==> src/rtl/enemy_array_pkg.sv <==
// Shared widths, hit-FSM state encoding and a width helper for the enemy array.
package enemy_array_pkg;

    localparam int COORD_W = 12;
    localparam int SPD_W   = 6;

    typedef enum logic [1:0] {
        ST_IDLE = 2'd0,
        ST_HIT  = 2'd1,
        ST_COOL = 2'd2
    } hit_state_t;

    // Bits needed to hold values 0..value-1, never less than one.
    function automatic int clog2(input int value);
        int res;
        int v;
        res = 0;
        v   = value - 1;
        while (v > 0) begin
            res = res + 1;
            v   = v >> 1;
        end
        if (res == 0) begin
            res = 1;
        end
        return res;
    endfunction

endpackage

==> src/rtl/enemy_array_mover.sv <==
// One bouncing enemy square: moves along a single axis, clamps to the playfield and
// reverses direction on reaching either limit; box edges derive from the registered centre.
module enemy_array_mover
    import enemy_array_pkg::*;
#(
    parameter int                 H_SIZE   = 20,
    parameter int                 D_WIDTH  = 640,
    parameter int                 D_HEIGHT = 480,
    parameter logic [COORD_W-1:0] INIT_X   = 12'd150,
    parameter logic [COORD_W-1:0] INIT_Y   = 12'd150,
    parameter logic [SPD_W-1:0]   SPEED    = 6'd10,
    parameter bit                 AXIS     = 1'b0,
    parameter bit                 INIT_DIR = 1'b1
) (
    input  logic               i_clk,
    input  logic               i_rst,
    input  logic               i_restart,
    input  logic               i_move,
    output logic [COORD_W-1:0] o_x1,
    output logic [COORD_W-1:0] o_x2,
    output logic [COORD_W-1:0] o_y1,
    output logic [COORD_W-1:0] o_y2
);

    localparam int                 P_MIN  = H_SIZE + 1;
    localparam int                 P_MAX  = AXIS ? (D_WIDTH - H_SIZE - 1) : (D_HEIGHT - H_SIZE - 1);
    localparam logic [COORD_W-1:0] P_INIT = AXIS ? INIT_X : INIT_Y;

    logic [COORD_W-1:0] p_q, p_d;
    logic               dir_q, dir_d;
    logic [COORD_W:0]   up_sum;
    logic [COORD_W:0]   lo_lim;
    logic [COORD_W-1:0] cx, cy;

    // Comparisons are done one bit wider so p+s can never wrap past the limit.
    always_comb begin
        p_d    = p_q;
        dir_d  = dir_q;
        up_sum = {1'b0, p_q} + (COORD_W+1)'(SPEED);
        lo_lim = (COORD_W+1)'(P_MIN) + (COORD_W+1)'(SPEED);
        if (i_move && (SPEED != '0)) begin
            if (dir_q) begin
                if (up_sum >= (COORD_W+1)'(P_MAX)) begin
                    p_d   = COORD_W'(P_MAX);
                    dir_d = 1'b0;
                end else begin
                    p_d = up_sum[COORD_W-1:0];
                end
            end else begin
                if ({1'b0, p_q} <= lo_lim) begin
                    p_d   = COORD_W'(P_MIN);
                    dir_d = 1'b1;
                end else begin
                    p_d = p_q - COORD_W'(SPEED);
                end
            end
        end
    end

    always_ff @(posedge i_clk) begin
        if (i_rst || i_restart) begin
            p_q   <= P_INIT;
            dir_q <= INIT_DIR;
        end else begin
            p_q   <= p_d;
            dir_q <= dir_d;
        end
    end

    assign cx   = AXIS ? p_q : INIT_X;
    assign cy   = AXIS ? INIT_Y : p_q;
    assign o_x1 = cx - COORD_W'(H_SIZE);
    assign o_x2 = cx + COORD_W'(H_SIZE);
    assign o_y1 = cy - COORD_W'(H_SIZE);
    assign o_y2 = cy + COORD_W'(H_SIZE);

endmodule

==> src/rtl/enemy_array.sv <==
// N bouncing enemies with pixel hit-test, registered player-collision vector and a
// hit/cooldown FSM producing a single-cycle hit pulse and a saturating hit count.
module enemy_array
    import enemy_array_pkg::*;
#(
    parameter int                   N        = 3,
    parameter int                   H_SIZE   = 20,
    parameter int                   D_WIDTH  = 640,
    parameter int                   D_HEIGHT = 480,
    parameter logic [N*COORD_W-1:0] INIT_X   = {12'd400, 12'd275, 12'd150},
    parameter logic [N*COORD_W-1:0] INIT_Y   = {12'd400, 12'd275, 12'd150},
    parameter logic [N*SPD_W-1:0]   SPEED    = {6'd20, 6'd15, 6'd10},
    parameter logic [N-1:0]         AXIS     = '0,
    parameter logic [N-1:0]         INIT_DIR = '1,
    parameter int                   COOLDOWN = 60
) (
    input  logic                   i_clk,
    input  logic                   i_rst,
    input  logic                   i_ani_stb,
    input  logic                   i_animate,
    input  logic                   i_en,
    input  logic                   i_restart,
    input  logic [COORD_W-1:0]     i_px1,
    input  logic [COORD_W-1:0]     i_px2,
    input  logic [COORD_W-1:0]     i_py1,
    input  logic [COORD_W-1:0]     i_py2,
    input  logic [9:0]             i_x,
    input  logic [8:0]             i_y,
    output logic [N*COORD_W-1:0]   o_x1,
    output logic [N*COORD_W-1:0]   o_x2,
    output logic [N*COORD_W-1:0]   o_y1,
    output logic [N*COORD_W-1:0]   o_y2,
    output logic                   o_pix,
    output logic                   o_hit,
    output logic [2:0]             o_hit_id,
    output logic [3:0]             o_hits,
    output logic                   o_immune
);

    localparam int CNT_W = clog2(COOLDOWN + 1);

    logic             frame_tick;
    logic [N-1:0]     ov_d, ov_q;
    logic [N-1:0]     pix_vec;
    logic [2:0]       low_id;
    logic [COORD_W-1:0] px_ext, py_ext;

    hit_state_t       state_q, state_d;
    logic [CNT_W-1:0] cnt_q, cnt_d;
    logic [2:0]       hit_id_q, hit_id_d;
    logic [3:0]       hits_q, hits_d;

    assign frame_tick = i_animate & i_ani_stb;
    assign px_ext     = COORD_W'(i_x);
    assign py_ext     = COORD_W'(i_y);

    generate
        for (genvar gi = 0; gi < N; gi++) begin : g_ch
            enemy_array_mover #(
                .H_SIZE   (H_SIZE),
                .D_WIDTH  (D_WIDTH),
                .D_HEIGHT (D_HEIGHT),
                .INIT_X   (INIT_X[gi*COORD_W +: COORD_W]),
                .INIT_Y   (INIT_Y[gi*COORD_W +: COORD_W]),
                .SPEED    (SPEED[gi*SPD_W +: SPD_W]),
                .AXIS     (AXIS[gi]),
                .INIT_DIR (INIT_DIR[gi])
            ) u_mover (
                .i_clk     (i_clk),
                .i_rst     (i_rst),
                .i_restart (i_restart),
                .i_move    (frame_tick & i_en),
                .o_x1      (o_x1[gi*COORD_W +: COORD_W]),
                .o_x2      (o_x2[gi*COORD_W +: COORD_W]),
                .o_y1      (o_y1[gi*COORD_W +: COORD_W]),
                .o_y2      (o_y2[gi*COORD_W +: COORD_W])
            );

            // Strict inequalities: boxes that merely share an edge do not collide.
            assign ov_d[gi] = (i_px1 < o_x2[gi*COORD_W +: COORD_W]) &&
                              (o_x1[gi*COORD_W +: COORD_W] < i_px2) &&
                              (i_py1 < o_y2[gi*COORD_W +: COORD_W]) &&
                              (o_y1[gi*COORD_W +: COORD_W] < i_py2);

            assign pix_vec[gi] = (o_x1[gi*COORD_W +: COORD_W] < px_ext) &&
                                 (px_ext < o_x2[gi*COORD_W +: COORD_W]) &&
                                 (o_y1[gi*COORD_W +: COORD_W] < py_ext) &&
                                 (py_ext < o_y2[gi*COORD_W +: COORD_W]);
        end
    endgenerate

    assign o_pix = |pix_vec;

    always_comb begin
        low_id = 3'd0;
        for (int k = N - 1; k >= 0; k--) begin
            if (ov_q[k]) begin
                low_id = 3'(k);
            end
        end
    end

    always_comb begin
        state_d  = state_q;
        cnt_d    = cnt_q;
        hit_id_d = hit_id_q;
        hits_d   = hits_q;
        case (state_q)
            ST_IDLE: begin
                if (|ov_q) begin
                    state_d  = ST_HIT;
                    hit_id_d = low_id;
                    hits_d   = (hits_q == 4'd15) ? hits_q : hits_q + 4'd1;
                    cnt_d    = CNT_W'(COOLDOWN);
                end
            end
            ST_HIT: begin
                state_d = ST_COOL;
            end
            ST_COOL: begin
                if (frame_tick) begin
                    if (cnt_q == CNT_W'(1)) begin
                        state_d = ST_IDLE;
                        cnt_d   = '0;
                    end else begin
                        cnt_d = cnt_q - CNT_W'(1);
                    end
                end
            end
            default: begin
                state_d = ST_IDLE;
            end
        endcase
    end

    // Soft restart keeps the score-like outputs (count and last id).
    always_ff @(posedge i_clk) begin
        if (i_rst) begin
            state_q  <= ST_IDLE;
            cnt_q    <= '0;
            hit_id_q <= 3'd0;
            hits_q   <= 4'd0;
            ov_q     <= '0;
        end else if (i_restart) begin
            state_q <= ST_IDLE;
            cnt_q   <= '0;
            ov_q    <= '0;
        end else begin
            state_q  <= state_d;
            cnt_q    <= cnt_d;
            hit_id_q <= hit_id_d;
            hits_q   <= hits_d;
            ov_q     <= ov_d;
        end
    end

    assign o_hit    = (state_q == ST_HIT) && !i_rst;
    assign o_hit_id = hit_id_q;
    assign o_hits   = hits_q;
    assign o_immune = (state_q == ST_COOL);

endmodule
==> config.mk <==
export PLATFORM = sky130hd
export DESIGN_NAME = enemy_array
export DESIGN_NICKNAME = d
export VERILOG_FILES = /design/src/rtl/enemy_array_pkg.sv /design/src/rtl/enemy_array_mover.sv /design/src/rtl/enemy_array.sv
export SDC_FILE = /design/constraint.sdc
export NUM_CORES = 1
export LEC_CHECK = 0
export BUFFER_PORTS_ARGS = -buffer_cell sky130_fd_sc_hd__clkbuf_2
export CAP_MARGIN = 20
export CORE_ASPECT_RATIO = 1.2
export CORE_MARGIN = 1
export CORE_UTILIZATION = 55
export DETAILED_ROUTE_END_ITERATION = 6
export PLACE_DENSITY_LB_ADDON = 0.3
export SYNTH_ARGS = -nofsm -noshare
export SYNTH_HDL_FRONTEND = slang
export SYNTH_SLANG_ARGS = --single-unit
==> constraint.sdc <==
create_clock -name i_clk -period 3.93 [get_ports i_clk]
set_input_delay 0 -clock i_clk [delete_from_list [all_inputs] [get_ports i_clk]]
set_output_delay 0 -clock i_clk [all_outputs]
set_load 0.02 [all_outputs]
-- Word-level counts from Yosys, hierarchy flattened
Index checks and enable logic that the tools add are counted.
- output and inout bits: 154
- input bits: 73
- word-level logic and storage cells: 124
- bits in latches: 0
- register bits: 57
- bits in read-only memories: 0
- memories kept: 0
- memory bits (writable): 0
- divide/modulo/power cells: 0
- shift-type cells: 0
- bitwise logic cells: 4
- reduce and logical (&&, ||, !) cells: 30
- add/subtract/negate cells: 13
- $mul: 0
- $lt $le $gt $ge: 30
- muxes and demuxes: 29
- eq/ne operators: 7
- operators with widths (kind ; number):
    two-way mux 12 bit ; 9
    < comparator 12 bit ; 6
    >= comparator 13 x 9 -> 1 bit (second input constant) ; 3
    adder 12 x 5 -> 12 bit (second input constant) ; 3
    < comparator 12 x 9 -> 1 bit ; 3
    < comparator 9 x 12 -> 1 bit ; 3
    subtractor 12 x 5 -> 12 bit (second input constant) ; 3
    adder 12 x 4 -> 13 bit (second input constant) ; 2
    <= comparator 12 x 6 -> 1 bit (second input constant) ; 2
    < comparator 12 x 9 -> 1 bit (second input constant) ; 2
    < comparator 8 x 12 -> 1 bit (first input constant) ; 2
    subtractor 12 x 4 -> 12 bit (second input constant) ; 2
    < comparator 10 x 9 -> 1 bit (second input constant) ; 2
    < comparator 8 x 10 -> 1 bit (first input constant) ; 2
    logical AND 1 bit ; 19
    two-way mux 6 bit ; 3
    adder 12 x 5 -> 13 bit (second input constant) ; 1
    <= comparator 12 x 5 -> 1 bit (second input constant) ; 1
    < comparator 12 x 8 -> 1 bit (second input constant) ; 1
    < comparator 9 x 12 -> 1 bit (first input constant) ; 1
    case mux 6 bit (2 select lines) ; 1
    < comparator 10 x 8 -> 1 bit (second input constant) ; 1
    < comparator 9 x 10 -> 1 bit (first input constant) ; 1
    two-way mux 1 bit ; 9
    other kinds (21) ; 31

-- Longest topological paths before layout
- depth after elaboration: 5
- mapped depth: 15
- gate-level depth less buffers: 13

-- Modules after synthesis
A second synthesis with hierarchy kept.
- cell total of the unflattened synthesis: 1410
- area, all modules: 10908.0 µm²
- modules (own cells, without submodules) (module ; sequential area each (µm²) ; area an instance (µm²) ; cells each ; instances):
    enemy_array ; 340.3 ; 6128.4 ; 768 ; 1
    enemy_array_mover (g_ch[1].u_mover) ; 260.2 ; 1785.5 ; 244 ; 1
    enemy_array_mover (g_ch[0].u_mover) ; 260.2 ; 1676.6 ; 234 ; 1
    enemy_array_mover (g_ch[2].u_mover) ; 260.2 ; 1317.5 ; 164 ; 1

-- Worst setup path after synthesis
OpenSTA, ideal clock, no wires.
- path kind: register -> output
- start point: register g_ch[1].u_mover.p_q[2]
- end point: output port o_pix
- path buffers: 2
- required time: 3.930 ns
- arrival: 3.407 ns
- stages on the path, launching flop included: 16
- path slack: 0.523 ns
- cells stage by stage: dfxtp_1 buf_2 inv_1 ha_1 buf_2 nor2_1 nor2_1 xor2_1 ha_1 a21oi_1 nor2b_1 o21ai_0 o2111ai_1 or4_1 a41oi_1 a311o_1
- longest elaborated chain between the ends: 5
- elaborated cells between the ends (all ways): 7
- classes of those cells: add/sub (2); order compare (2); reduce/logical (3)
- ends and longest elaborated chain (element ; line ; RTL):
    start, declared ; enemy_array_mover.sv:29 ; logic [COORD_W-1:0] p_q, p_d;
    start signal, assigned ; enemy_array_mover.sv:65 ; p_q <= p_d;
    subtractor 12 x 5 -> 12 bit ; enemy_array_mover.sv:74 ; assign o_y1 = cy - COORD_W'(H_SIZE);
    named net o_y1[14] ; enemy_array.sv:31 ; output logic [N*COORD_W-1:0] o_y1,
    < comparator 12 x 9 -> 1 bit ; enemy_array.sv:87 ; (o_y1[gi*COORD_W +: COORD_W] < py_ext) &&
    logical AND 1 bit ; enemy_array.sv:86 ; (px_ext < o_x2[gi*COORD_W +: COORD_W]) &&
    logical AND 1 bit ; enemy_array.sv:87 ;
    OR reduction 3 bit ; enemy_array.sv:92 ; assign o_pix = |pix_vec;
    end, declared ; enemy_array.sv:33 ; output logic o_pix,
The timed path passes the listed nets, and every way through them passes these cells.

-- Worst setup path in the final report
- start point: register g_ch[0].u_mover.p_q[2]
- end point: output port o_pix
- longest elaborated chain between the ends: 5
- elaborated cells between the ends (all ways): 7
- classes of those cells: add/sub (2); order compare (2); reduce/logical (3)
- ends and longest elaborated chain (element ; line):
    start, declared ; enemy_array_mover.sv:29
    start signal, assigned ; enemy_array_mover.sv:65
    subtractor 12 x 5 -> 12 bit ; enemy_array_mover.sv:74
    < comparator 12 x 9 -> 1 bit ; enemy_array.sv:87
    logical AND 1 bit ; enemy_array.sv:86
    logical AND 1 bit * ; enemy_array.sv:87
    OR reduction 3 bit * ; enemy_array.sv:92
Mark *: on every way between the ends. The rest lies on a longest branch, timed or not.

==> impl_metrics.py <==
metrics = {
    "place": {
        "portBuffers": 153,
        "hpwlAfterDp_um": 19500,
        "dp_cells": 1330,
        "gp_congestion": 0.929,
        "dp_worst_setup_slack_ns": 0.395,
        "placed_area_um2": 8570,
    },
    "synth": {
        "yosysTopAreaCell": "ha_1",
        "async_flop_share_pct": 0,
        "synth_edf_count": 0,
        "syn_area_per_cell_um2": 7.71,
        "synth_top_area_share_pct": 20.7,
        "synth_warnings": 0,
        "netlist_area_um2": 8150,
        "ys_ff_latch": 56,
        "ys.flop_type": "dfxtp_1",
        "yosysUniqueCellTypes": 88,
        "ys_top_cells_by_area": "ha_1 (21%), dfxtp_1 (14%), buf_4 (8.3%)",
        "synth_seq_area_share_pct": 13.7,
        "syn_inst": 1057,
    },
    "timing": {
        "hold_violations": 0,
        "setup_ws_ns": 0.0873,
        "final.setup.tns_ns": 0,
        "min_period_ns": 3.84,
        "max_freq_mhz": 260,
        "relSlewSlack_pct": 46.6,
        "skew_ns": 0.00974,
        "setup_viol": 0,
        "drv_slew": 0,
        "period_share_pct": 97.8,
        "grt_setup_unrepaired": "false",
        "tightest_slew_ns": 0.801,
    },
    "setup_path": {
        "end_kind": "output pin",
        "crit_required_ns": 3.93,
        "critPathLaunchType": "flip-flop",
        "cp.arrival_ns": 3.84,
        "r2r_cells": 11,
        "setup.worst_path.class": "flip-flop to output pin",
        "crit_fanout": 9,
    },
    "floorplan": {
        "die_w_um": 113,
        "initial_utilization_pct": 56.6,
        "core_um2": 14400,
        "die_h_um": 135,
        "rows": 48,
        "io_pins": 227,
        "die_area_um2": 15300,
    },
    "grt": {
        "grt_pass1_vias": 7153,
        "grt_pass1_wl_um": 38000,
        "grt_use_total_pct": 32.0,
        "grt.overflow.total": 0,
        "antenna_found_initial": 0,
        "grt_max_degree": 40,
    },
    "cts": {
        "cts_buffers": 5,
        "clk_latency_ns": 0.32,
        "cts.htree.levels": 2,
        "cts_tree": "done",
        "cts_sinks": 56,
        "clk_path_buf_depth": 2,
        "clk_pin_slew_ns": 0.09,
        "post_cts_buffers": 0,
        "cts_root_buf": "clkbuf_16",
    },
    "finish": {
        "final_cell_area_um2": 8750,
        "multi_input_area_um2": 6120,
        "ff_latch_area_um2": 1120,
        "nets": 1371,
        "drive_above_1_share_pct": 17.6,
        "most-common-layout-cells": "clkbuf_2 (153), ha_1 (134), a21oi_1 (73), conb_1 (73)",
        "layout_commonest_cell": "clkbuf_2",
        "n_fill_cell": 1373,
        "diodes": 0,
        "area_delta_synth_final_pct": 7.27,
        "layout.cells.non_filler": 1339,
    },
    "routing": {
        "first_pass_iters": 4,
        "via_per_inst": 6.09,
        "finalWirelength_um": 24900,
        "drc": 0,
        "antenna_left": 0,
        "drt_iter0_markers": 610,
        "vias": 8151,
        "post_drt_wl_per_cell_um": 18.6,
    },
    "worst_hold_path": {
        "hold_path.class": "primary input to flip-flop",
        "whs_path_depth": 2,
    },
    "status": {
        "status": "complete, no violations",
    },
    "job": {
        "drv_cap": 0,
    },
    "power_and_ir_drop": {
        "power_uw": 1560,
        "p_per_area_nw_per_um2": 179,
        "cellLeakagePower_uw": 0.00423,
        "peakVddDrop_mv": 0.175,
    },
}
## through the flow
step	util, %	hold WS [ns]
finish	60.7	0.00533
global route	60.7	0.0237
CTS	60.6	0.00174
detailed placement	59.5	0.294
global placement	59.5	0.281
floorplan	-	0.0768
## worst paths after layout
check,startpoint,end,slack [ns]
hold / removal,i_rst,o_hit_id[0],0.005
hold reg to reg,o_hit_id[0],o_hit_id[0],0.50
setup reg to reg,g_ch[1].u_mover.cy[2],ov_q[1],0.81
setup / recovery,g_ch[0].u_mover.cy[2],o_pix,0.09
## sequential cells by signal (all words and copies together), names as in the netlist
register and cells:
cnt_q 6, g_ch.u_mover.cy 36, g_ch.u_mover.dir_q 3, o_hit_id 2, o_hits 4, ov_q 3
state_q 2
## area by class of cell
type                            count  share of cell area (%)
Timing Repair Buffer              166                    9.90
Clock buffer                        5                    1.43
Multi-Input combinational cell    863                    70.0
Inverter                           71                    3.05
Sequential cell                    56                    12.8
Clock inverter                      3                   0.315
Tap cell                          175                    2.50
## worst max-delay path: stages (launching register included)
cell      delay, ns
dfxtp_1        0.48
inv_1          0.24
ha_1           0.30
nor2b_1        0.24
nor2_1         0.11
xnor2_2        0.37
ha_1           0.32
a21oi_1        0.15
nor2b_1        0.06
o21ai_0        0.15
nand3_1        0.12
or3_1          0.32
nor4_1         0.27
a311o_1        0.21
clkbuf_2       0.18
## layer usage
metal,up-vias,part of all wire (%),GRT usage [%]
met5,-,0,0
met1,3746,43,41.6
met4,0,4.2,15.4
li1,3919,-,-
met3,63,8.5,4.70
met2,423,45,52.0
## cell usage after synthesis, types with 6 or more instances
master     count
nor2b_1        8
mux2i_1        6
buf_2         12
buf_4         90
a211oi_1      15
o21a_1         8
nand2_1       48
nand2b_1      21
xor2_1        26
o21ai_0       71
and3_1         8
nor2_1        70
nor3_1        34
clkbuf_1      24
a21oi_1       73
dfxtp_1       56
nand4_1       15
buf_1          6
o211ai_1      15
a21o_1        19
nand3_1       15
nor4_1        15
ha_1         135
a31oi_1       14
inv_1         71
o2111ai_1      7
a211o_1        9
xnor2_1       33
## timing repair
| item | CTS | global route |
|---|---|---|
| hold buffers | 1 | 0 |
| resized for setup | 0 | 3 |
| hold endpoints to repair | 1 | 0 |
| endpoints found under the setup margin | 0 | 1 |
## logic make-up after synthesis
kind of cell | count (synthesis) | synth area share [%]
AOI/OAI and AO/OA | 307 | 25.0
and+or+nand+nor | 281 | 18.5
buffers and inverters | 209 | 14.6
adders and majority gates | 135 | 20.7
xor gates and xnor gates | 60 | 6.54
DFF | 56 | 13.7
muxes | 7 | 0.875
other | 2 | 0.0921
## power breakdown
group / switching (uW) / leakage [uW] / total [uW] / internal, uW
Sequential: 10.2 / 0.000453 / 581 / 571
Clock: 263 / 0.0000719 / 507 / 244
Combinational: 311 / 0.00370 / 474 / 162
No activity file was read; power rests on OpenSTA's default activity.
